===== config.mk =====
export PLATFORM = sky130hd
export DESIGN_NAME = uart_rx_flat
export DESIGN_NICKNAME = d
export VERILOG_FILES = /design/src/rtl/uart_pkg.sv /design/src/rtl/uart_rx_if.sv /design/src/rtl/uart_sync.sv /design/src/rtl/uart_rx.sv /design/src/flat_wrapper.sv
export SDC_FILE = /design/constraint.sdc
export NUM_CORES = 1
export LEC_CHECK = 0
export CORE_MARGIN = 4
export CORE_UTILIZATION = 55
export CTS_CLUSTER_SIZE = 30
export DETAILED_ROUTE_END_ITERATION = 7
export PLACE_DENSITY = 0.84
export RECOVER_POWER = 25
export SLEW_MARGIN = 20
export SYNTH_ARGS = -nofsm -noshare
export SYNTH_HDL_FRONTEND = slang
export SYNTH_HIERARCHICAL = 1
export SYNTH_SLANG_ARGS = --single-unit

===== constraint.sdc =====
create_clock -name clk -period 3.45 [get_ports clk]
set_input_delay 0.69 -clock clk [delete_from_list [all_inputs] [get_ports clk]]
set_output_delay 0.69 -clock clk [all_outputs]
set_load 0.01 [all_outputs]

===== src/rtl/uart_pkg.sv =====
// Shared UART definitions: frame-size defaults and the receiver state encoding.
//   DATA_BITS_DEF  - default data bits per frame
//   OVERSAMPLE_DEF - default baud ticks per bit period
//   rx_state_t     - receiver FSM states
package uart_pkg;

  localparam int unsigned DATA_BITS_DEF  = 8;
  localparam int unsigned OVERSAMPLE_DEF = 16;

  typedef enum logic [2:0] {
    RX_IDLE,
    RX_START,
    RX_DATA,
    RX_STOP,
    RX_WAIT_HIGH
  } rx_state_t;

endpackage


===== src/rtl/uart_rx_if.sv =====
// Host-side receive interface.
//   rx_data       - last accepted byte
//   rx_ready      - rx_data holds an unread byte
//   framing_error - last completed frame had a zero stop bit
//   overrun       - a frame was dropped while rx_ready was set
//   rx_read       - one-clk pop strobe from the host
// master: the receiver; slave: the host.
interface uart_rx_if #(
  parameter int unsigned DATA_BITS = uart_pkg::DATA_BITS_DEF
) ();

  logic [DATA_BITS-1:0] rx_data;
  logic                 rx_ready;
  logic                 framing_error;
  logic                 overrun;
  logic                 rx_read;

  modport master (
    output rx_data,
    output rx_ready,
    output framing_error,
    output overrun,
    input  rx_read
  );

  modport slave (
    input  rx_data,
    input  rx_ready,
    input  framing_error,
    input  overrun,
    output rx_read
  );

endinterface


===== src/rtl/uart_sync.sv =====
// Two-flop synchronizer for the asynchronous serial line; resets to the idle level.
//   clk - clock
//   rst - synchronous active-high reset
//   d   - asynchronous input
//   q   - synchronized output
module uart_sync (
  input  logic clk,
  input  logic rst,
  input  logic d,
  output logic q
);

  logic meta;

  always_ff @(posedge clk) begin
    if (rst) begin
      meta <= 1'b1;
      q    <= 1'b1;
    end else begin
      meta <= d;
      q    <= meta;
    end
  end

endmodule


===== src/rtl/uart_rx.sv =====
// UART receiver: oversampled start detection, mid-bit sampling, LSB-first data,
// one stop bit, single-entry holding register with framing/overrun flags.
//   clk          - clock
//   rst          - synchronous active-high reset
//   receive_baud - one-clk pulse at OVERSAMPLE x baud rate
//   rxd          - asynchronous serial line, idle high
//   host         - host-side interface (rx_data/rx_ready/framing_error/overrun/rx_read)
module uart_rx
  import uart_pkg::*;
#(
  parameter int unsigned DATA_BITS  = DATA_BITS_DEF,
  parameter int unsigned OVERSAMPLE = OVERSAMPLE_DEF
) (
  input  logic      clk,
  input  logic      rst,
  input  logic      receive_baud,
  input  logic      rxd,
  uart_rx_if.master host
);

  localparam int unsigned TICK_W = (OVERSAMPLE > 1) ? $clog2(OVERSAMPLE) : 1;
  localparam int unsigned BIT_W  = (DATA_BITS > 1) ? $clog2(DATA_BITS) : 1;

  localparam logic [TICK_W-1:0] TICK_HALF = TICK_W'(OVERSAMPLE / 2 - 1);
  localparam logic [TICK_W-1:0] TICK_LAST = TICK_W'(OVERSAMPLE - 1);
  localparam logic [BIT_W-1:0]  BIT_LAST  = BIT_W'(DATA_BITS - 1);

  logic                 rxd_s;
  rx_state_t            state, state_n;
  logic [TICK_W-1:0]    tick_cnt, tick_n;
  logic [BIT_W-1:0]     bit_cnt, bit_n;
  logic [DATA_BITS-1:0] shreg, shreg_n;
  logic                 done_c;

  logic [DATA_BITS-1:0] rx_data_q;
  logic                 rx_ready_q;
  logic                 framing_error_q;
  logic                 overrun_q;

  uart_sync u_sync (
    .clk (clk),
    .rst (rst),
    .d   (rxd),
    .q   (rxd_s)
  );

  // State, counters and shift register
  always_ff @(posedge clk) begin
    if (rst) begin
      state    <= RX_IDLE;
      tick_cnt <= '0;
      bit_cnt  <= '0;
      shreg    <= '0;
    end else begin
      state    <= state_n;
      tick_cnt <= tick_n;
      bit_cnt  <= bit_n;
      shreg    <= shreg_n;
    end
  end

  // Next state; everything except the WAIT_HIGH exit moves only on baud ticks
  always_comb begin
    state_n = state;
    tick_n  = tick_cnt;
    bit_n   = bit_cnt;
    shreg_n = shreg;
    done_c  = 1'b0;
    case (state)
      RX_IDLE: begin
        if (receive_baud && !rxd_s) begin
          state_n = RX_START;
          tick_n  = '0;
        end
      end
      RX_START: begin
        if (receive_baud) begin
          if (tick_cnt == TICK_HALF) begin
            // Still low at mid start bit: real start; otherwise a glitch
            state_n = rxd_s ? RX_IDLE : RX_DATA;
            tick_n  = '0;
            bit_n   = '0;
          end else begin
            tick_n = tick_cnt + 1'b1;
          end
        end
      end
      RX_DATA: begin
        if (receive_baud) begin
          if (tick_cnt == TICK_LAST) begin
            tick_n  = '0;
            shreg_n = {rxd_s, shreg[DATA_BITS-1:1]};
            if (bit_cnt == BIT_LAST) begin
              state_n = RX_STOP;
              bit_n   = '0;
            end else begin
              bit_n = bit_cnt + 1'b1;
            end
          end else begin
            tick_n = tick_cnt + 1'b1;
          end
        end
      end
      RX_STOP: begin
        if (receive_baud) begin
          if (tick_cnt == TICK_LAST) begin
            done_c  = 1'b1;
            tick_n  = '0;
            state_n = rxd_s ? RX_IDLE : RX_WAIT_HIGH;
          end else begin
            tick_n = tick_cnt + 1'b1;
          end
        end
      end
      RX_WAIT_HIGH: begin
        // Line held low (break) after a bad stop bit: wait for idle level
        if (rxd_s) begin
          state_n = RX_IDLE;
        end
      end
      default: state_n = RX_IDLE;
    endcase
  end

  // Holding register and host flags; a same-cycle pop frees the slot for the new byte
  always_ff @(posedge clk) begin
    if (rst) begin
      rx_data_q       <= '0;
      rx_ready_q      <= 1'b0;
      framing_error_q <= 1'b0;
      overrun_q       <= 1'b0;
    end else if (done_c) begin
      if (!rx_ready_q || host.rx_read) begin
        rx_data_q       <= shreg;
        rx_ready_q      <= 1'b1;
        framing_error_q <= !rxd_s;
        overrun_q       <= 1'b0;
      end else begin
        overrun_q <= 1'b1;
      end
    end else if (host.rx_read && rx_ready_q) begin
      rx_ready_q <= 1'b0;
      overrun_q  <= 1'b0;
    end
  end

  assign host.rx_data       = rx_data_q;
  assign host.rx_ready      = rx_ready_q;
  assign host.framing_error = framing_error_q;
  assign host.overrun       = overrun_q;

endmodule

===== src/flat_wrapper.sv =====
// flat-port wrapper written by rule: the top's interface ports become plain ports
module uart_rx_flat import uart_pkg::*;
#(
  parameter int unsigned DATA_BITS  = DATA_BITS_DEF,
  parameter int unsigned OVERSAMPLE = OVERSAMPLE_DEF
)
  (clk, rst, receive_baud, rxd, host_rx_data, host_rx_ready, host_framing_error, host_overrun, host_rx_read);
  uart_rx_if #(.DATA_BITS(DATA_BITS)) host_i ();
  input  logic clk;
  input  logic rst;
  input  logic receive_baud;
  input  logic rxd;
  output wire logic [$bits(host_i.rx_data)-1:0] host_rx_data;
  output wire logic [$bits(host_i.rx_ready)-1:0] host_rx_ready;
  output wire logic [$bits(host_i.framing_error)-1:0] host_framing_error;
  output wire logic [$bits(host_i.overrun)-1:0] host_overrun;
  input wire logic [$bits(host_i.rx_read)-1:0] host_rx_read;
  assign host_rx_data = host_i.rx_data;
  assign host_rx_ready = host_i.rx_ready;
  assign host_framing_error = host_i.framing_error;
  assign host_overrun = host_i.overrun;
  assign host_i.rx_read = host_rx_read;
  uart_rx #(.DATA_BITS(DATA_BITS), .OVERSAMPLE(OVERSAMPLE)) u_core (.clk(clk), .rst(rst), .receive_baud(receive_baud), .rxd(rxd), .host(host_i));
endmodule

Yosys cells after proc, flatten, opt, wreduce, memory -nomap -nowiden --
Cells that the tools add are included.
Storage, ports and cells: flip-flop bits (word level) 31, latch bits 0, bits in writable memories 0, bits in read-only memories 0, bits of input ports 5, output and inout port bits 11, logic and storage cells 78, memories 0
Cells by class: add/sub/neg operators 2, $mul 0, divide/modulo/power cells 0, order comparisons 0, equal/unequal tests 18, shift operators 0, multiplexer cells 32, bitwise gates (word level) 0, reductions and logical operators 16
Operators by type and width (count):
- 3-bit two-way mux | 15
- 4-bit two-way mux | 5
- 3-bit case mux with 5 select lines | 1
- 2-bit by 1-bit inequality test with 1-bit output, second input constant | 6
- 4-bit case mux with 3 select lines | 1
- 2-bit inequality test, second input constant | 5
- 9-bit AND reduction | 1
- 1-bit two-way mux | 8
- 3-bit by 2-bit equality test with 1-bit output, second input constant | 2
- 3-bit equality test, second input constant | 2
- 3-bit case mux with 2 select lines | 1
- 5-bit AND reduction | 1
- 4-bit by 1-bit adder with 4-bit output, second input constant | 1
- 4-bit by 3-bit equality test with 1-bit output, second input constant | 1
- 4-bit equality test, second input constant | 1
- 2-bit AND reduction | 2
- 4-bit AND reduction | 1
- 2-bit nonzero test | 2
- 3-bit by 1-bit adder with 3-bit output, second input constant | 1
- 3-bit by 1-bit equality test with 1-bit output, second input constant | 1
- 3-bit zero test | 1
- 3-bit AND reduction | 1
- 3-bit nonzero test | 1
- 1-bit logical AND | 2
- other kinds (4) | 5

Logic depth before layout (Yosys ltp) --
Gate-level depths: netlist of the first run.
depth after elaboration 6, gate-level depth with buffers 6, gate-level depth less buffers 6

Cells and area by module --
Netlist of the first run, hierarchy kept.
Modules (own cells, without submodules):
- uart_rx | instances 1, cells each 140, area an instance 1315.0 um2, seq. area each 580.6 um2
- uart_sync | instances 1, cells each 4, area an instance 52.6 um2, seq. area each 40.0 um2

Worst setup path before layout of the first run --
No wires, ideal clock.
path type input to register, start point input receive_baud, end point register u_core.state[1], setup time 71 ps, arrival 1566 ps, data required time 3379 ps, path slack 1813 ps, stages 4, path buffers 0, path through nand2b_2 -> or3_1 -> or4_1 -> a21oi_1
Between the ends: cells in the longest elaborated chain, start to end 3, elaborated cells between the ends (all ways) 6, those cells by class eq/ne (4); reduce/logical (2)
RTL lines:
- start, declared | line flat_wrapper.sv:11 | input logic receive_baud;
- 1-bit logical AND | line uart_rx.sv:71 | if (receive_baud && !rxd_s) begin
- 2-bit by 1-bit inequality test with 1-bit output (no line)
- 9-bit AND reduction (no line) *
- end signal, assigned | line uart_rx.sv:55 | state <= state_n;
- end, declared | line uart_rx.sv:29 | rx_state_t state, state_n;
Every way passes the cells marked *; elsewhere a longest branch is shown, timed or not. A chain may end at the register's enable or synchronous reset.

Worst setup path in the final report of the first run --
start point input receive_baud, end point register u_core.bit_cnt[2]
Between the ends: cells in the longest elaborated chain, start to end 2, elaborated cells between the ends (all ways) 3, those cells by class eq/ne (2); reduce/logical (1)
RTL lines:
- 2-bit inequality test (no line)
- 5-bit AND reduction (no line) *
- end signal, assigned | line uart_rx.sv:57 | bit_cnt <= bit_n;
- end, declared | line uart_rx.sv:31 | logic [BIT_W-1:0] bit_cnt, bit_n;
Marked as above.

==> impl_metrics.env, run 1 <==
export IMPL_finClkSkew_ns=0.00295
export IMPL_final_antenna_net_count=0
export IMPL_drt_iter0_markers=23
export IMPL_antennaDiodeCount=0
export IMPL_worstHoldPathType="register to register"
export IMPL_leakage_uw=0.000612
export IMPL_hold_viol_final=0
export IMPL_wl_per_cell_um=13.5
export IMPL_timing_hold_ws_ns=0.423
export IMPL_nNetsFinal=165
export IMPL_cts_tree="yes"
export IMPL_final_fill_count=183
export IMPL_synthArstFlopShare=0
export IMPL_syn_num_nets=152
export IMPL_htree_levels=2
export IMPL_clock_sinks=31
export IMPL_start_kind="input port"
export IMPL_p_per_area_mw_per_mm2=372
export IMPL_die_w_um=57.9
export IMPL_reg2reg_slack_ns=1.45
export IMPL_setup_worst_path_class="input port to register"
export IMPL_drc=0
export IMPL_first_pass_iters=5
export IMPL_die_area_mm2=0.00335
export IMPL_r2r_start="u_core/tick_cnt[0]"
export IMPL_syn_mean_instance_area_um2=9.50
export IMPL_clock_latency_ns=0.32
export IMPL_cp_required_ns=3.72
export IMPL_synth_area_mm2=0.00137
export IMPL_initial_core_util=0.595
export IMPL_io_pin_count=16
export IMPL_worstPathArrival_ns=2.51
export IMPL_synth_top_cell_area_share=0.454
export IMPL_place_congestion=0.803
export IMPL_yosysMostFrequentCell="dfxtp_1"
export IMPL_area_growth_pct=13.8
export IMPL_critPathCapture="u_core/bit_cnt[2]"
export IMPL_avgViaCountPerCell=5.64
export IMPL_clock_path_buffers=2
export IMPL_synth_largest_area_cell="dfxtp_1"
export IMPL_grt_pass1_wl_um=4420
export IMPL_final_max_slew_viol_count=0
export IMPL_grt_start_max_net_pins=31
export IMPL_grtUsageTotal=0.170
export IMPL_port_buffers=15
export IMPL_yosysSeqAreaShare=0.454
export IMPL_vias=1049
export IMPL_r2r_end="u_core/bit_cnt[2]"
export IMPL_ys_warn_count=6
export IMPL_reg2regPathDepth=5
export IMPL_tns_ns=0
export IMPL_drt_total_wl_um=2510
export IMPL_maxCapViolCount=0
export IMPL_numCtsBuffers=5
export IMPL_cp_end_kind="register"
export IMPL_grt_overflow=0
export IMPL_clk_pin_slew_worst_paths_ns=0.09
export IMPL_ys_top_cells_by_count="dfxtp_1 (31), nor2_1 (24), mux2i_1 (17)"
export IMPL_drive_above_1_share=0.0759
export IMPL_syn_instance_count=144
export IMPL_ys_seq_elements=31
export IMPL_fp_dieH_um=57.9
export IMPL_antenna_found_initial=0
export IMPL_dp_hpwl_um=1690
export IMPL_grt_setup_unrepaired="false"
export IMPL_tightest_slew_ns=0.996
export IMPL_post_cts_buffers=0
export IMPL_min_period_ns=2.24
export IMPL_cts_root_buf="clkbuf_4"
export IMPL_status="completed"
export IMPL_synth_edf_count=0
export IMPL_max_freq_ghz=0.446
export IMPL_slew_headroom=0.334
export IMPL_cts_resized=0
export IMPL_rows=17
export IMPL_synth_cell_type_count=38
export IMPL_ys_flop_type="dfxtp_1"
export IMPL_coreArea_mm2=0.00230
export IMPL_setup_violations_final=0
export IMPL_holdBufCountCts=0
export IMPL_peakVddDrop_mv=0.339
export IMPL_path_max_fanout=10
export IMPL_first_global_vias=1004
export IMPL_min_period_over_period=0.650
export IMPL_synth_area_top_cells="dfxtp_1 (45%), mux2i_1 (12%), nor2_1 (6.6%)"
export IMPL_crit_start="receive_baud"
## layout make-up
| cell class | count | area [um^2] | area share |
|---|---|---|---|
| Inverter | 2 | 10.0 | 0.00643 |
| Clock buffer | 7 | 45.0 | 0.0289 |
| Sequential cell | 31 | 621 | 0.399 |
| Clock inverter | 1 | 5.00 | 0.00322 |
| Timing Repair Buffer | 16 | 158 | 0.101 |
| Multi-Input combinational cell | 101 | 683 | 0.439 |
| Tap cell | 28 | 35.0 | 0.0225 |
## routing by layer
layer  vias up  GRT usage  part of all wire
li1        544          -                 -
met1       483      0.208              0.49
met2        19      0.263              0.47
met3         3     0.0646             0.035
met4         0     0.0795            0.0048
met5         -          0                 0
## flip-flops by register name, summed over array words and instances, names as in the netlist
name and flops:
u_core/bit_cnt 3, u_core/shreg 8, u_core/tick_cnt 4, u_core/host.rx_ready 1, u_core/host.overrun 1, u_core/u_sync/q 1
u_core/state 3, u_core/host.framing_error 1, u_core/u_sync/meta 1, u_core/host.rx_data 8
## power by group
| part | switching, uW | leakage, uW | internal [uW] |
|---|---|---|---|
| Clock | 115 | 0.0000293 | 79.2 |
| Combinational | 12.5 | 0.000332 | 9.60 |
| Sequential | 3.29 | 0.000250 | 360 |
## stage by stage
stage	power, uW	area, um^2	std cells	utilization	setup slack, ns
after global routing	612	1560	186	0.678	1.07
after floorplan	386	1370	144	-	1.81
after global placement	392	1510	178	0.656	0.945
after detailed placement	393	1510	178	0.656	0.874
after CTS	591	1560	186	0.678	1.21
final	579	1560	186	0.678	1.21
## logic make-up (layout without fill, tap and decap cells)
| group | Yosys count | after routing | share of synthesized area |
|---|---|---|---|
| compound gates | 27 | 27 | 0.135 |
| xor+xnor | 3 | 3 | 0.0192 |
| fa+ha+maj | 3 | 3 | 0.0275 |
| simple gates | 51 | 51 | 0.193 |
| mux | 17 | 17 | 0.124 |
| buf+inv | 12 | 26 | 0.0467 |
| flops | 31 | 31 | 0.454 |
## layout by cell type, fill, tap and decap left out, types with 2 or more instances in the layout
| cell | netlist | routed |
|---|---|---|
| xnor2_1 | 3 | 3 |
| o21bai_1 | 2 | 2 |
| dfxtp_1 | 31 | 31 |
| nand4_1 | 2 | 2 |
| a31oi_1 | 2 | 2 |
| a211oi_1 | 6 | 6 |
| a21o_1 | 2 | 2 |
| clkbuf_1 | 4 | 2 |
| mux2i_1 | 17 | 17 |
| ha_1 | 3 | 3 |
| o21ai_0 | 2 | 2 |
| nor4b_1 | 2 | 2 |
| nand2_1 | 4 | 4 |
| nand3_1 | 2 | 2 |
| or3_1 | 2 | 2 |
| clkbuf_4 | 0 | 5 |
| a21oi_1 | 7 | 7 |
| nand2b_1 | 3 | 3 |
| dlygate4sd3_1 | 0 | 4 |
| nor2_1 | 24 | 24 |
| or3b_2 | 2 | 2 |
| clkdlybuf4s50_1 | 0 | 11 |
| a22o_1 | 2 | 2 |
| or2_1 | 2 | 2 |
## worst min-delay path by stage
| stage | start | endpoint | slack [ns] | cells after the start |
|---|---|---|---|---|
| 2_1_floorplan | u_core/u_sync/meta | u_core/u_sync/q | 0.39 | 1 |
| 3_3_place_gp | u_core/u_sync/meta | u_core/u_sync/q | 0.39 | 1 |
| 3_5_place_dp | u_core/u_sync/meta | u_core/u_sync/q | 0.40 | 1 |
| 4_1_cts | u_core/u_sync/meta | u_core/u_sync/q | 0.43 | 1 |
| 5_1_grt | u_core/u_sync/meta | u_core/u_sync/q | 0.44 | 1 |
| 6_report | u_core/u_sync/meta | u_core/u_sync/q | 0.42 | 1 |
## critical path: stages
cell and delay [ns]:
clkdlybuf4s50_1 0.56, and4_1 0.24, nand4_1 0.50, nor2_1 0.34, a22o_1 0.18
(Power assumes the default switching activity.)
==> inputs of run 2 (changes only) <==
Settings changed: CORE_UTILIZATION 55 to 54, PLACE_DENSITY 0.84 to 0.82.
Clock period 3.45 ns to 2.3 ns, I/O delays scaled along.
==> impl_metrics.env, run 2 (synthesis gave the netlist of run 1 again) <==
export IMPL_path_max_fanout=7
export IMPL_start_kind="input port"
export IMPL_cp_cell_sequence="clkdlybuf4s50_1 > nand4_1 > nor3b_2 > buf_4 > mux2i_1 > nor2_1"
export IMPL_cp_required_ns=2.49
export IMPL_crit_slowest_cell="clkdlybuf4s50_1"
export IMPL_max_freq_ghz=0.539
export IMPL_avgViaCountPerCell=5.99
export IMPL_worstHoldPathType="register to register"
export IMPL_place_congestion=0.870
export IMPL_peakVddDrop_mv=0.544
export IMPL_post_cts_buffers=0
export IMPL_numCtsBuffers=5
export IMPL_first_global_vias=1096
export IMPL_tightest_slew_ns=0.572
export IMPL_first_pass_iters=4
export IMPL_final_max_slew_viol_count=0
export IMPL_worstPathArrival_ns=2.05
export IMPL_drt_total_wl_um=2830
export IMPL_p_per_area_mw_per_mm2=549
export IMPL_cts_root_buf="clkbuf_4"
export IMPL_htree_levels=2
export IMPL_path_delay_family="buffers and inverters"
export IMPL_grt_pass1_wl_um=4900
export IMPL_path_buf_inv=2
export IMPL_final_antenna_net_count=0
export IMPL_holdBufCountCts=0
export IMPL_antennaDiodeCount=0
export IMPL_grt_setup_unrepaired="false"
export IMPL_fin_area_mm2=0.00159
export IMPL_status="completed"
export IMPL_area_growth_pct=16.1
export IMPL_hold_viol_final=0
export IMPL_rows=17
export IMPL_cts_tree="yes"
export IMPL_layout_cells_most_common="dfxtp_1"
export IMPL_fin_util=0.685
export IMPL_placed_area_mm2=0.00154
export IMPL_vias=1138
export IMPL_die_w_um=58.3
export IMPL_cp_end_kind="register"
export IMPL_drc=0
export IMPL_fp_dieH_um=58.3
export IMPL_drt_iter0_markers=44
export IMPL_clock_path_buffers=2
export IMPL_antenna_found_initial=0
export IMPL_min_period_ns=1.85
export IMPL_drive_above_1_share=0.0988
export IMPL_initial_core_util=0.590
export IMPL_clock_latency_ns=0.33
export IMPL_leakage_uw=0.000618
export IMPL_final_cell_mix="dfxtp_1 (31), nor2_1 (24), mux2i_1 (17)"
export IMPL_coreArea_mm2=0.00232
export IMPL_cts_resized=0
export IMPL_maxCapViolCount=0
export IMPL_min_period_over_period=0.807
export IMPL_tns_ns=0
export IMPL_crit_path_max_incr_delay_ns=0.56
export IMPL_io_pin_count=16
export IMPL_grt_overflow=0
export IMPL_dp_hpwl_um=2060
export IMPL_die_area_mm2=0.00340
export IMPL_finClkSkew_ns=0.0122
export IMPL_clock_sinks=31
export IMPL_nNetsFinal=169
export IMPL_slew_headroom=0.619
export IMPL_wl_per_cell_um=14.9
export IMPL_setup_violations_final=0
export IMPL_port_buffers=15
export IMPL_setup_worst_path_class="input port to register"
export IMPL_grt_start_max_net_pins=16
export IMPL_grtUsageTotal=0.188
export IMPL_clk_pin_slew_worst_paths_ns=0.09
-- run 2: cell count changes in the layout (fill, tap and decap cells not counted), sizes merged --
cell           delta
clkdlybuf4s50     +3
buf               +3
dlygate4sd3       -3
clkbuf            +1
-- run 2: report_power, final --
| group | leakage, uW | switching, uW | internal [uW] |
|---|---|---|---|
| combinational | 0.000339 | 19.9 | 15.9 |
| sequential | 0.000250 | 4.80 | 539 |
| clock | 0.0000293 | 172 | 119 |
-- run 2: worst paths after layout --
kind / startpoint / endpoint / slack (ns) / depth (start not counted)
worst max-delay path: receive_baud / u_core/host.rx_data[6] / 0.45 / 6
worst min-delay path: u_core/u_sync/meta / u_core/u_sync/q / 0.41 / 1
worst min register to register: u_core/u_sync/meta / u_core/u_sync/q / 0.41 / 1
worst max register to register: u_core/tick_cnt[0] / u_core/host.rx_data[6] / 0.45 / 6
-- run 2: cell type report --
class | instances | area, um^2
clock buffer | 7 | 45.0
clock inverter | 1 | 5.00
fill | 174 | 731
inverter | 2 | 10.0
multi-input combinational | 101 | 688
sequential | 31 | 621
tap | 28 | 35.0
timing repair buffer | 20 | 184
-- run 2: per-layer routing --
metal | GRT usage | up-vias | wire, um
li1 | - | 546 | -
met1 | 0.224 | 539 | 1190
met2 | 0.305 | 47 | 1410
met3 | 0.0680 | 6 | 180
met4 | 0.0795 | 0 | 45
met5 | 0 | - | 0
-- run 2: per-stage QoR --
| stage | hold slack (ns) | cells | power [uW] | setup slack, ns |
|---|---|---|---|---|
| floorplan | 0.385 | 144 | 579 | 0.805 |
| global placement | 0.392 | 182 | 592 | 0.268 |
| detailed placement | 0.400 | 182 | 593 | 0.165 |
| CTS | 0.420 | 190 | 884 | 0.494 |
| global route | 0.431 | 190 | 921 | 0.323 |
| finish | 0.414 | 190 | 871 | 0.445 |
